### src/rtl/wm_cycle_controller.sv
// Coin-operated washing-machine sequencer: credit, programme phases, refund.
// Optional DOUBLE_RINSE_EN repeats the rinse phase with a fresh fill.
module wm_cycle_controller #(
  parameter int SOAK_CYCLES  = 8,
  parameter int WASH_CYCLES  = 12,
  parameter int RINSE_CYCLES = 6,
  parameter int SPIN_CYCLES  = 4,
  parameter int FILL_CYCLES  = 2,
  parameter int CNT_W        = 8,
  parameter int COIN_PRICE   = 2,
  parameter int COIN_W       = 4
) (
  input  logic              clock,
  input  logic              reset,
  input  logic              lid,
  input  logic              coin,
  input  logic              cancel,
  input  logic              mode_1,
  input  logic              mode_2,
  input  logic              mode_3,
  output logic              idle,
  output logic              ready,
  output logic              soak_Operation,
  output logic              wash_Operation,
  output logic              rinse_Operation,
  output logic              spin_Operation,
  output logic              water_Intake,
  output logic              coin_Return,
  output logic              done,
  output logic [COIN_W-1:0] credit
);

  typedef enum logic [2:0] {
    S_IDLE,
    S_READY,
    S_SOAK,
    S_WASH,
    S_RINSE,
    S_SPIN,
    S_REFUND
  } state_t;

  localparam logic [CNT_W-1:0] SOAK_LD  = CNT_W'(SOAK_CYCLES - 1);
  localparam logic [CNT_W-1:0] WASH_LD  = CNT_W'(WASH_CYCLES - 1);
  localparam logic [CNT_W-1:0] RINSE_LD = CNT_W'(RINSE_CYCLES - 1);
  localparam logic [CNT_W-1:0] SPIN_LD  = CNT_W'(SPIN_CYCLES - 1);
  localparam logic [CNT_W-1:0] SOAK_TH  = CNT_W'(SOAK_CYCLES - FILL_CYCLES);
  localparam logic [CNT_W-1:0] WASH_TH  = CNT_W'(WASH_CYCLES - FILL_CYCLES);
  localparam logic [CNT_W-1:0] RINSE_TH = CNT_W'(RINSE_CYCLES - FILL_CYCLES);
  localparam logic [COIN_W-1:0] PRICE   = COIN_W'(COIN_PRICE);

  state_t             state_q, state_d;
  logic [CNT_W-1:0]   timer_q, timer_d;
  logic [COIN_W-1:0]  credit_q, credit_d;
  logic               ph_q, ph_d;
  logic               ret_d, done_d, water_d;
  logic [COIN_W-1:0]  credit_inc;
  logic [COIN_W-1:0]  refund_amt;
`ifdef DOUBLE_RINSE_EN
  logic               pass2_q, pass2_d;
`endif

  assign credit_inc = credit_q + COIN_W'(1);
  assign refund_amt = credit_q + {{(COIN_W-1){1'b0}}, coin};
  assign credit     = credit_q;

  always_comb begin
    state_d  = state_q;
    timer_d  = timer_q;
    credit_d = credit_q;
    ph_d     = ph_q;
    ret_d    = 1'b0;
    done_d   = 1'b0;
`ifdef DOUBLE_RINSE_EN
    pass2_d  = pass2_q;
`endif
    unique case (state_q)
      S_IDLE: begin
        // cancel wins over a same-cycle coin, which is refunded as well
        if (cancel) begin
          if (refund_amt != '0) begin
            state_d  = S_REFUND;
            credit_d = refund_amt - COIN_W'(1);
            ret_d    = 1'b1;
            ph_d     = 1'b1;
          end
        end else if (coin) begin
          credit_d = credit_inc;
          if (credit_inc >= PRICE) state_d = S_READY;
        end
      end
      S_READY: begin
        if (cancel) begin
          state_d  = S_REFUND;
          credit_d = refund_amt - COIN_W'(1);
          ret_d    = 1'b1;
          ph_d     = 1'b1;
        end else begin
          ret_d = coin;
          if (!lid && (mode_1 || mode_2 || mode_3)) begin
            credit_d = '0;
`ifdef DOUBLE_RINSE_EN
            pass2_d  = 1'b0;
`endif
            if (mode_1) begin
              state_d = S_SOAK;
              timer_d = SOAK_LD;
            end else if (mode_2) begin
              state_d = S_WASH;
              timer_d = WASH_LD;
            end else begin
              state_d = S_RINSE;
              timer_d = RINSE_LD;
            end
          end
        end
      end
      S_SOAK, S_WASH, S_RINSE: begin
        if (!lid) begin
          if (cancel) begin
            state_d = S_SPIN;
            timer_d = SPIN_LD;
          end else if (timer_q != '0) begin
            timer_d = timer_q - CNT_W'(1);
          end else if (state_q == S_SOAK) begin
            state_d = S_WASH;
            timer_d = WASH_LD;
          end else if (state_q == S_WASH) begin
            state_d = S_RINSE;
            timer_d = RINSE_LD;
`ifdef DOUBLE_RINSE_EN
            pass2_d = 1'b0;
          end else if (!pass2_q) begin
            pass2_d = 1'b1;
            timer_d = RINSE_LD;
`endif
          end else begin
            state_d = S_SPIN;
            timer_d = SPIN_LD;
          end
        end
      end
      S_SPIN: begin
        if (!lid) begin
          if (timer_q != '0) begin
            timer_d = timer_q - CNT_W'(1);
          end else begin
            state_d = S_IDLE;
            done_d  = 1'b1;
          end
        end
      end
      S_REFUND: begin
        // ph_q set means a coin went back last cycle, so this one is a gap
        if (credit_q == '0) begin
          state_d = S_IDLE;
        end else if (ph_q) begin
          ph_d = 1'b0;
        end else begin
          ph_d     = 1'b1;
          ret_d    = 1'b1;
          credit_d = credit_q - COIN_W'(1);
        end
      end
      default: state_d = S_IDLE;
    endcase

    water_d = 1'b0;
    if (!lid) begin
      unique case (state_d)
        S_SOAK:  water_d = timer_d >= SOAK_TH;
        S_WASH:  water_d = timer_d >= WASH_TH;
        S_RINSE: water_d = timer_d >= RINSE_TH;
        default: water_d = 1'b0;
      endcase
    end
  end

  always_ff @(posedge clock) begin
    if (reset) begin
      state_q         <= S_IDLE;
      timer_q         <= '0;
      credit_q        <= '0;
      ph_q            <= 1'b0;
      idle            <= 1'b1;
      ready           <= 1'b0;
      soak_Operation  <= 1'b0;
      wash_Operation  <= 1'b0;
      rinse_Operation <= 1'b0;
      spin_Operation  <= 1'b0;
      water_Intake    <= 1'b0;
      coin_Return     <= 1'b0;
      done            <= 1'b0;
    end else begin
      state_q         <= state_d;
      timer_q         <= timer_d;
      credit_q        <= credit_d;
      ph_q            <= ph_d;
      idle            <= state_d == S_IDLE;
      ready           <= state_d == S_READY;
      soak_Operation  <= state_d == S_SOAK;
      wash_Operation  <= state_d == S_WASH;
      rinse_Operation <= state_d == S_RINSE;
      spin_Operation  <= state_d == S_SPIN;
      water_Intake    <= water_d;
      coin_Return     <= ret_d;
      done            <= done_d;
    end
  end

`ifdef DOUBLE_RINSE_EN
  always_ff @(posedge clock) begin
    if (reset) pass2_q <= 1'b0;
    else       pass2_q <= pass2_d;
  end
`endif

endmodule
### config.mk
export PLATFORM = sky130hd
export DESIGN_NAME = wm_cycle_controller
export DESIGN_NICKNAME = d
export VERILOG_FILES = /design/src/rtl/wm_cycle_controller.sv
export SDC_FILE = /design/constraint.sdc
export NUM_CORES = 1
export LEC_CHECK = 0
export CORE_ASPECT_RATIO = 0.75
export CORE_MARGIN = 1
export CORE_UTILIZATION = 55
export CTS_CLUSTER_DIAMETER = 150
export DETAILED_ROUTE_END_ITERATION = 6
export DONT_BUFFER_PORTS = 1
export PLACE_DENSITY_LB_ADDON = 0.2
export SYNTH_ARGS = -nofsm -noshare
export SYNTH_HDL_FRONTEND = slang
export SYNTH_SLANG_ARGS = --single-unit
### constraint.sdc
create_clock -name clock -period 4.07 [get_ports clock]
set_input_delay 0.2035 -clock clock [delete_from_list [all_inputs] [get_ports clock]]
set_output_delay 0.2035 -clock clock [all_outputs]
set_load 0.01 [all_outputs]
==> Word-level counts from Yosys, hierarchy flattened <==
Cells that the tools add are included.
{ "classes": {"n_eq_ne": 19, "mux": 50, "n_reduce_logical": 15, "n_addsub": 5, "magnitude_cmp": 4, "n_bitwise": 1} }
{ "ops": {"columns": ["operator", "count"], "rows": [
  ["$mux W8", 7],
  ["$mux W3", 16],
  ["$mux W4", 10],
  ["$pmux W8 S3", 1],
  ["$ge A8 B3 Y1 const B", 2],
  ["$eq A3 B3 Y1 const B", 5],
  ["$pmux W3 S5", 1],
  ["$eq A3 B2 Y1 const B", 4],
  ["$pmux W4 S3", 1],
  ["$mux W1", 11],
  ["$ne A2 B2 Y1 const B", 5],
  ["$ne A3 B3 Y1 const B", 3],
  ["$pmux W1 S3", 3],
  ["$ge A8 B4 Y1 const B", 1],
  ["$reduce_bool A8 Y1", 1],
  ["$sub A4 B1 Y4 const B", 2],
  ["$sub A8 B1 Y8 const B", 1],
  ["$eq A3 B1 Y1 const B", 2],
  ["$logic_not A3 Y1", 2],
  ["$reduce_and A6 Y1", 1],
  ["$reduce_or A3 Y1", 2],
  ["$reduce_and A5 Y1", 1],
  ["$add A4 B1 Y4", 1],
  ["$add A4 B1 Y4 const B", 1],
  ["9 further kinds", 10]
]} }
{ "totals": {"elab_cells": 107, "output_inout_bits": 13, "register_bits": 25, "input_bits": 8} }

==> Depth between registers and ports, before layout <==
{ "depth": {"ltp_word": 9, "depth_mapped": 12, "mapped_depth_nobuf": 11} }

==> Worst setup path before layout <==
OpenSTA, ideal clock, no wires.
{ "synth_timing": {"kind": "register -> register", "startpoint": "register timer_q[0]", "endpoint": "register water_Intake", "slack_ps": 1684, "t_arrival_ps": 2282, "t_required_ps": 3967, "path_stages_with_launch": 12, "setup_time_ps": 103, "path_buffers": 1, "period_less_slack_ps": 2386, "path_cell_list": "dfxtp_1 inv_1 ha_1 nor4b_1 and2_1 buf_4 inv_2 o31ai_1 or2_2 nor4b_2 o31ai_1 a2111oi_2"} }
{ "synth_via": {"elab_chain_len": 7, "elab_cells_between_ends": 23, "cone_classes": "1 x add/sub; 3 x order compare; 3 x eq/ne; 15 x mux; 1 x reduce/logical"} }
{ "synth_lines": {"columns": ["element", "line_no", "rtl"], "rows": [
  ["start, declared", "53", "logic [CNT_W-1:0] timer_q, timer_d;"],
  ["start signal, assigned", "196", "timer_q <= timer_d;"],
  ["$sub A8 B1 Y8 or $reduce_bool A8 Y1 (tied branches)", null, null],
  ["$mux W8 or $mux W3 (tied branches)", "123", "end else if (timer_q != '0) begin"],
  ["$mux W8 or $mux W3 (tied branches)", "120", "if (cancel) begin"],
  ["$mux W8 or $mux W3 (tied branches)", "119", "if (!lid) begin"],
  ["$pmux W8 S3 or $pmux W3 S5 (tied branches)", "77", "unique case (state_q)"],
  ["$ge A8 B3 Y1 (tied with other cells)", "173", "S_RINSE: water_d = timer_d >= RINSE_TH;"],
  ["$pmux W1 S3 (*)", "170", "unique case (state_d)"],
  ["end signal, assigned", "205", "water_Intake <= water_d;"],
  ["end, declared", "27", "output logic water_Intake,"]
]} }
Every way passes the cells marked *; elsewhere a longest branch is shown, timed or not.
A chain may end at the register's enable or synchronous reset.

==> Worst setup path in the final report <==
Same ends and word-level chain as after synthesis.

==> results by stage <==
Critical path:
- On the worst path, the slowest cell contributes a delay of 430 ps.
- The kind of end point of the critical path is a flip-flop.
- The kind of cell with the highest combined delay along the critical path is simple AND/OR/NAND/NOR gates.
- The slowest stage of the critical path belongs to the cell sky130_fd_sc_hd__and2_1.
- Walking the worst path, the cells encountered are inv_1 > ha_1 > nor4b_1 > and2_1 > inv_2 > a221oi_1 > nor3b_2 > nor4b_2 > o31ai_1 > a2111oi_2.
- The worst setup path is of the flip-flop to flip-flop kind.
- STA classifies the critical path startpoint as a flip-flop.
- STA puts the critical path data required time at 4240 ps.
- The number of buffer and inverter instances along the worst setup path is 2.
- At the worst endpoint, the arrival time is 3180 ps.
- The critical-path maximum fanout is 10.

Route:
- Using the TritonRoute via totals, the vias-per-cell ratio works out to approximately 6.6.
- The detailed router finished its first iteration with between 200 and 250 violations.
- For this block, the routed nets add up to 4920 um of wire.
- The DRC violation count after routing is 4.
- The number of nets still failing antenna checks after routing is 0.
- The number of iterations in the first detailed-routing pass is 7.
- The average wire per standard cell is 17.2 um.
- The total via count after detailed routing is 1883.

Clock network:
- The root buffer cell is sky130_fd_sc_hd__clkbuf_8.
- For the worst-skew pair, the clock arrives at the later sink with an insertion delay of roughly 280 ps.
- The post-cts gate resize count is 0.
- The clock-pin slew of the registers on the worst-case setup and hold paths is 110 ps.
- The clock net in this run drives a total of 25 sinks.
- The longest clock path from root to sink contains 2 buffers.
- The post-cts hold buffer count is 2.
- The TritonCTS clock tree is done.
- The post-CTS repair timing setup buffer count is 0.
- In this run, CTS created clock tree buffers numbering 3.
- The number of H-tree levels is 1.

Cells and area:
- The storage element area is roughly 500 um2.
- The number of antenna cells inserted is 0.
- The share of post-route cells with drive strength above 1 is 6.50%.
- The area growth from synthesis to layout is 2.90%.
- The filler cells instantiated in the layout total 297.
- Summing all multi-input logic gate instances after layout gives 1320 um2.
- At the end of the flow, the number of nets in the layout was 264.

GRT:
- The all-layer global routing usage is between 20% and 30%.
- The total overflow reported by the global router is 0.
- The met1 layer usage reported by global route is 42.3%.
- Entering global routing, the biggest net connects 22 pins.
- The peak-usage layer in the global routing report is met1.
- Global routing used 38.7% of the available met2 tracks.
- The global-route wire length before repair is 8030 um.
- The via count of the first global-routing pass is 1652.
- The initial antenna violation count is 0.
- The met3 layer usage reported by global route is 7.05%.

Timing:
- The final hold violation count is 0.
- The transition time at the pin with the least slew margin is 753 ps.
- The worst hold-check slack is between 20 and 30 ps.
- The count of final setup violators is 0.
- Clock skew on the completed layout was measured at 15.5 ps.
- Setup repair after global routing left no endpoint under its margin.
- The maximum clock frequency is about 0.33 GHz.
- The minimum period implied by the final worst setup slack is roughly 3000 ps.
- After routing, the total negative slack on setup checks comes to 0 ps.
- The final critical-path share of the clock period is approximately three quarters.
- In this run the tightest slew margin relative to its limit is between 40% and 50%.
- The max-slew violation total from the final report is 0.

Placement:
- Detailed placement ended at an HPWL of about 3500 um.
- The count of port buffers added during placement is 0.
- At the end of routability-driven placement, the weighted congestion stood at slightly above 0.9.

Synthesis:
- Dividing the synthesized area by the synthesized cell count gives 7.69 um2.
- In this run, synthesis inferred 0 flip-flops with an integrated enable.
- The synthesized design spends more area on one cell type than any other, namely sky130_fd_sc_hd__dfxtp_1.
- The cell count after synthesis is about 250.
- The portion of the post-synthesis area used by sequential elements is approximately 26%.
- The share of flip-flops with an asynchronous set or reset after synthesis is 0%.
- The post-synthesis sequential element count is 25.
- During synthesis, Yosys emitted a total of 0 warnings.
- In this run, distinct cell masters in the synthesized netlist total 60.
- The top cell type by area accounts for roughly 26% of the synthesized area.
- The combined area of all synthesized cells is between 1500 and 2000 um2.
- Sorting the synthesized cells by area gives the leading types as sky130_fd_sc_hd__dfxtp_1 26%, sky130_fd_sc_hd__nor2_1 6.2%, sky130_fd_sc_hd__ha_1 5.8%.
- The most instantiated flip-flop cell in the synthesis netlist is sky130_fd_sc_hd__dfxtp_1.
- When the netlist entered floorplanning its net count stood at 270.

Pwr:
- Dividing total power by cell area gives a power density of 847 nW/um2.
- The clock power share is a little under a tenth.
- The worst-case IR drop observed on VDD is 460 uV.
- Summing internal, switching and leakage power gives 1.69 mW.
- The switching component of the power is 869 uW.
- The internal power of the cells totals 825 uW.
- In this run, the combinational gates consume 62.4% of the power.
- Net switching is 51.3% of the power.
- The total leakage power is 0.779 nW.
- Of the total power, registers draw 27.9%.

Floorplan:
- The effective utilization at floorplan is 58.3%.
- In this run the vertical extent of the chip is 53.5 um.
- The floorplan has 18 rows.
- In this run the count of I/O pins placed on the die edge is 21.
- The floorplan step defined a die boundary enclosing 3780 um2.
- Measured along the x axis, the die boundary spans 70.7 um.
- The area of the core region is between 3000 and 4000 um2.

Status:
- The final reports fail on DRC.
- The flow ran to the end, but the final reports show violations.

Run:
- The tool flagged a number of max-cap violations equal to 0.

Min path:
- The path class of the lowest-slack min-delay path is primary input to flip-flop.
## cell families after synthesis
kind of cell	after synthesis	share of synthesized area, %
flops	25	25.7
buf+inv	29	6.37
mux	7	3.67
fa+ha+maj	9	5.79
compound gates	72	25.9
xor+xnor	6	2.70
simple gates	105	29.8
## power groups by stage
stage / registers (mW) / clock network, mW / logic [mW]
floorplan: 0.397 / 0 / 0.918
global placement: 0.470 / 0 / 1.03
detailed placement: 0.473 / 0 / 1.02
CTS: 0.469 / 0.170 / 1.04
global route: 0.490 / 0.177 / 1.18
finish: 0.473 / 0.163 / 1.06
## worst paths after layout
path	startpoint	endpoint	slack, ps	depth (start not counted)
max reg2reg	timer_q[0]	water_Intake	1060	10
min	reset	idle	30	1
max	timer_q[0]	water_Intake	1060	10
min reg2reg	ph_q	ph_q	480	1
## flip-flops by register name (all words and copies together), names as in the netlist
register / cells
done: 1
ph_q: 1
idle: 1
spin_Operation: 1
credit: 4
wash_Operation: 1
coin_Return: 1
state_q: 3
soak_Operation: 1
ready: 1
water_Intake: 1
rinse_Operation: 1
timer_q: 8
## layout by cell type, fill, tap and decap left out, types with 4 or more instances in the layout
master,count
sky130_fd_sc_hd__a211oi_1,7
sky130_fd_sc_hd__and2_1,4
sky130_fd_sc_hd__nand2_1,12
sky130_fd_sc_hd__mux2i_1,6
sky130_fd_sc_hd__inv_1,15
sky130_fd_sc_hd__nand2b_1,6
sky130_fd_sc_hd__o22ai_1,7
sky130_fd_sc_hd__nor3b_1,6
sky130_fd_sc_hd__nor3_1,12
sky130_fd_sc_hd__dfxtp_1,25
sky130_fd_sc_hd__o21ai_0,12
sky130_fd_sc_hd__nor2b_1,5
sky130_fd_sc_hd__a21oi_1,13
sky130_fd_sc_hd__nand3_1,4
sky130_fd_sc_hd__nor2_1,32
sky130_fd_sc_hd__ha_1,9
sky130_fd_sc_hd__or3_1,5
## per-stage QoR
step / std cells / utilization, % / area (um2) / setup slack (ps)
floorplan: 253 / - / 1940 / 1680
global placement: 280 / 57.9 / 1930 / 1320
detailed placement: 280 / 57.9 / 1930 / 1160
CTS: 286 / 60.0 / 2000 / 1090
global route: 286 / 60.0 / 2000 / 868
finish: 286 / 60.0 / 2000 / 1060
## worst register-to-register path: stages (launching register included)
cell and delay, ps:
sky130_fd_sc_hd__dfxtp_1 380, sky130_fd_sc_hd__inv_1 120, sky130_fd_sc_hd__ha_1 160, sky130_fd_sc_hd__nor4b_1 200, sky130_fd_sc_hd__and2_1 430, sky130_fd_sc_hd__inv_2 160
sky130_fd_sc_hd__a221oi_1 290, sky130_fd_sc_hd__nor3b_2 400, sky130_fd_sc_hd__nor4b_2 280, sky130_fd_sc_hd__o31ai_1 110, sky130_fd_sc_hd__a2111oi_2 370
## routing by layer
metal	part of all wire [%]	wire length [um]
met1	49	2420
met2	39	1900
met3	11	555
met4	0.77	38
met5	0	0
## cells in the mapped netlist, types with 4 or more instances
library cell	n
sky130_fd_sc_hd__nor2_1	32
sky130_fd_sc_hd__dfxtp_1	25
sky130_fd_sc_hd__inv_1	15
sky130_fd_sc_hd__a21oi_1	13
sky130_fd_sc_hd__nand2_1	12
sky130_fd_sc_hd__nor3_1	12
sky130_fd_sc_hd__o21ai_0	12
sky130_fd_sc_hd__ha_1	9
sky130_fd_sc_hd__a211oi_1	7
sky130_fd_sc_hd__clkbuf_1	7
sky130_fd_sc_hd__o22ai_1	7
sky130_fd_sc_hd__mux2i_1	6
sky130_fd_sc_hd__nand2b_1	6
sky130_fd_sc_hd__nor3b_1	6
sky130_fd_sc_hd__nor2b_1	5
sky130_fd_sc_hd__or3_1	5
sky130_fd_sc_hd__and2_1	4
sky130_fd_sc_hd__nand3_1	4
## final cells by class
type | instances | area share (%)
clock buffer | 3 | 2.06
clock inverter | 1 | 0.438
inverter | 16 | 3.00
multi-input combinational | 199 | 66.0
sequential | 25 | 25.0
tap | 40 | 2.50
timing repair buffer | 2 | 1.00
(Power assumes the default switching activity.)
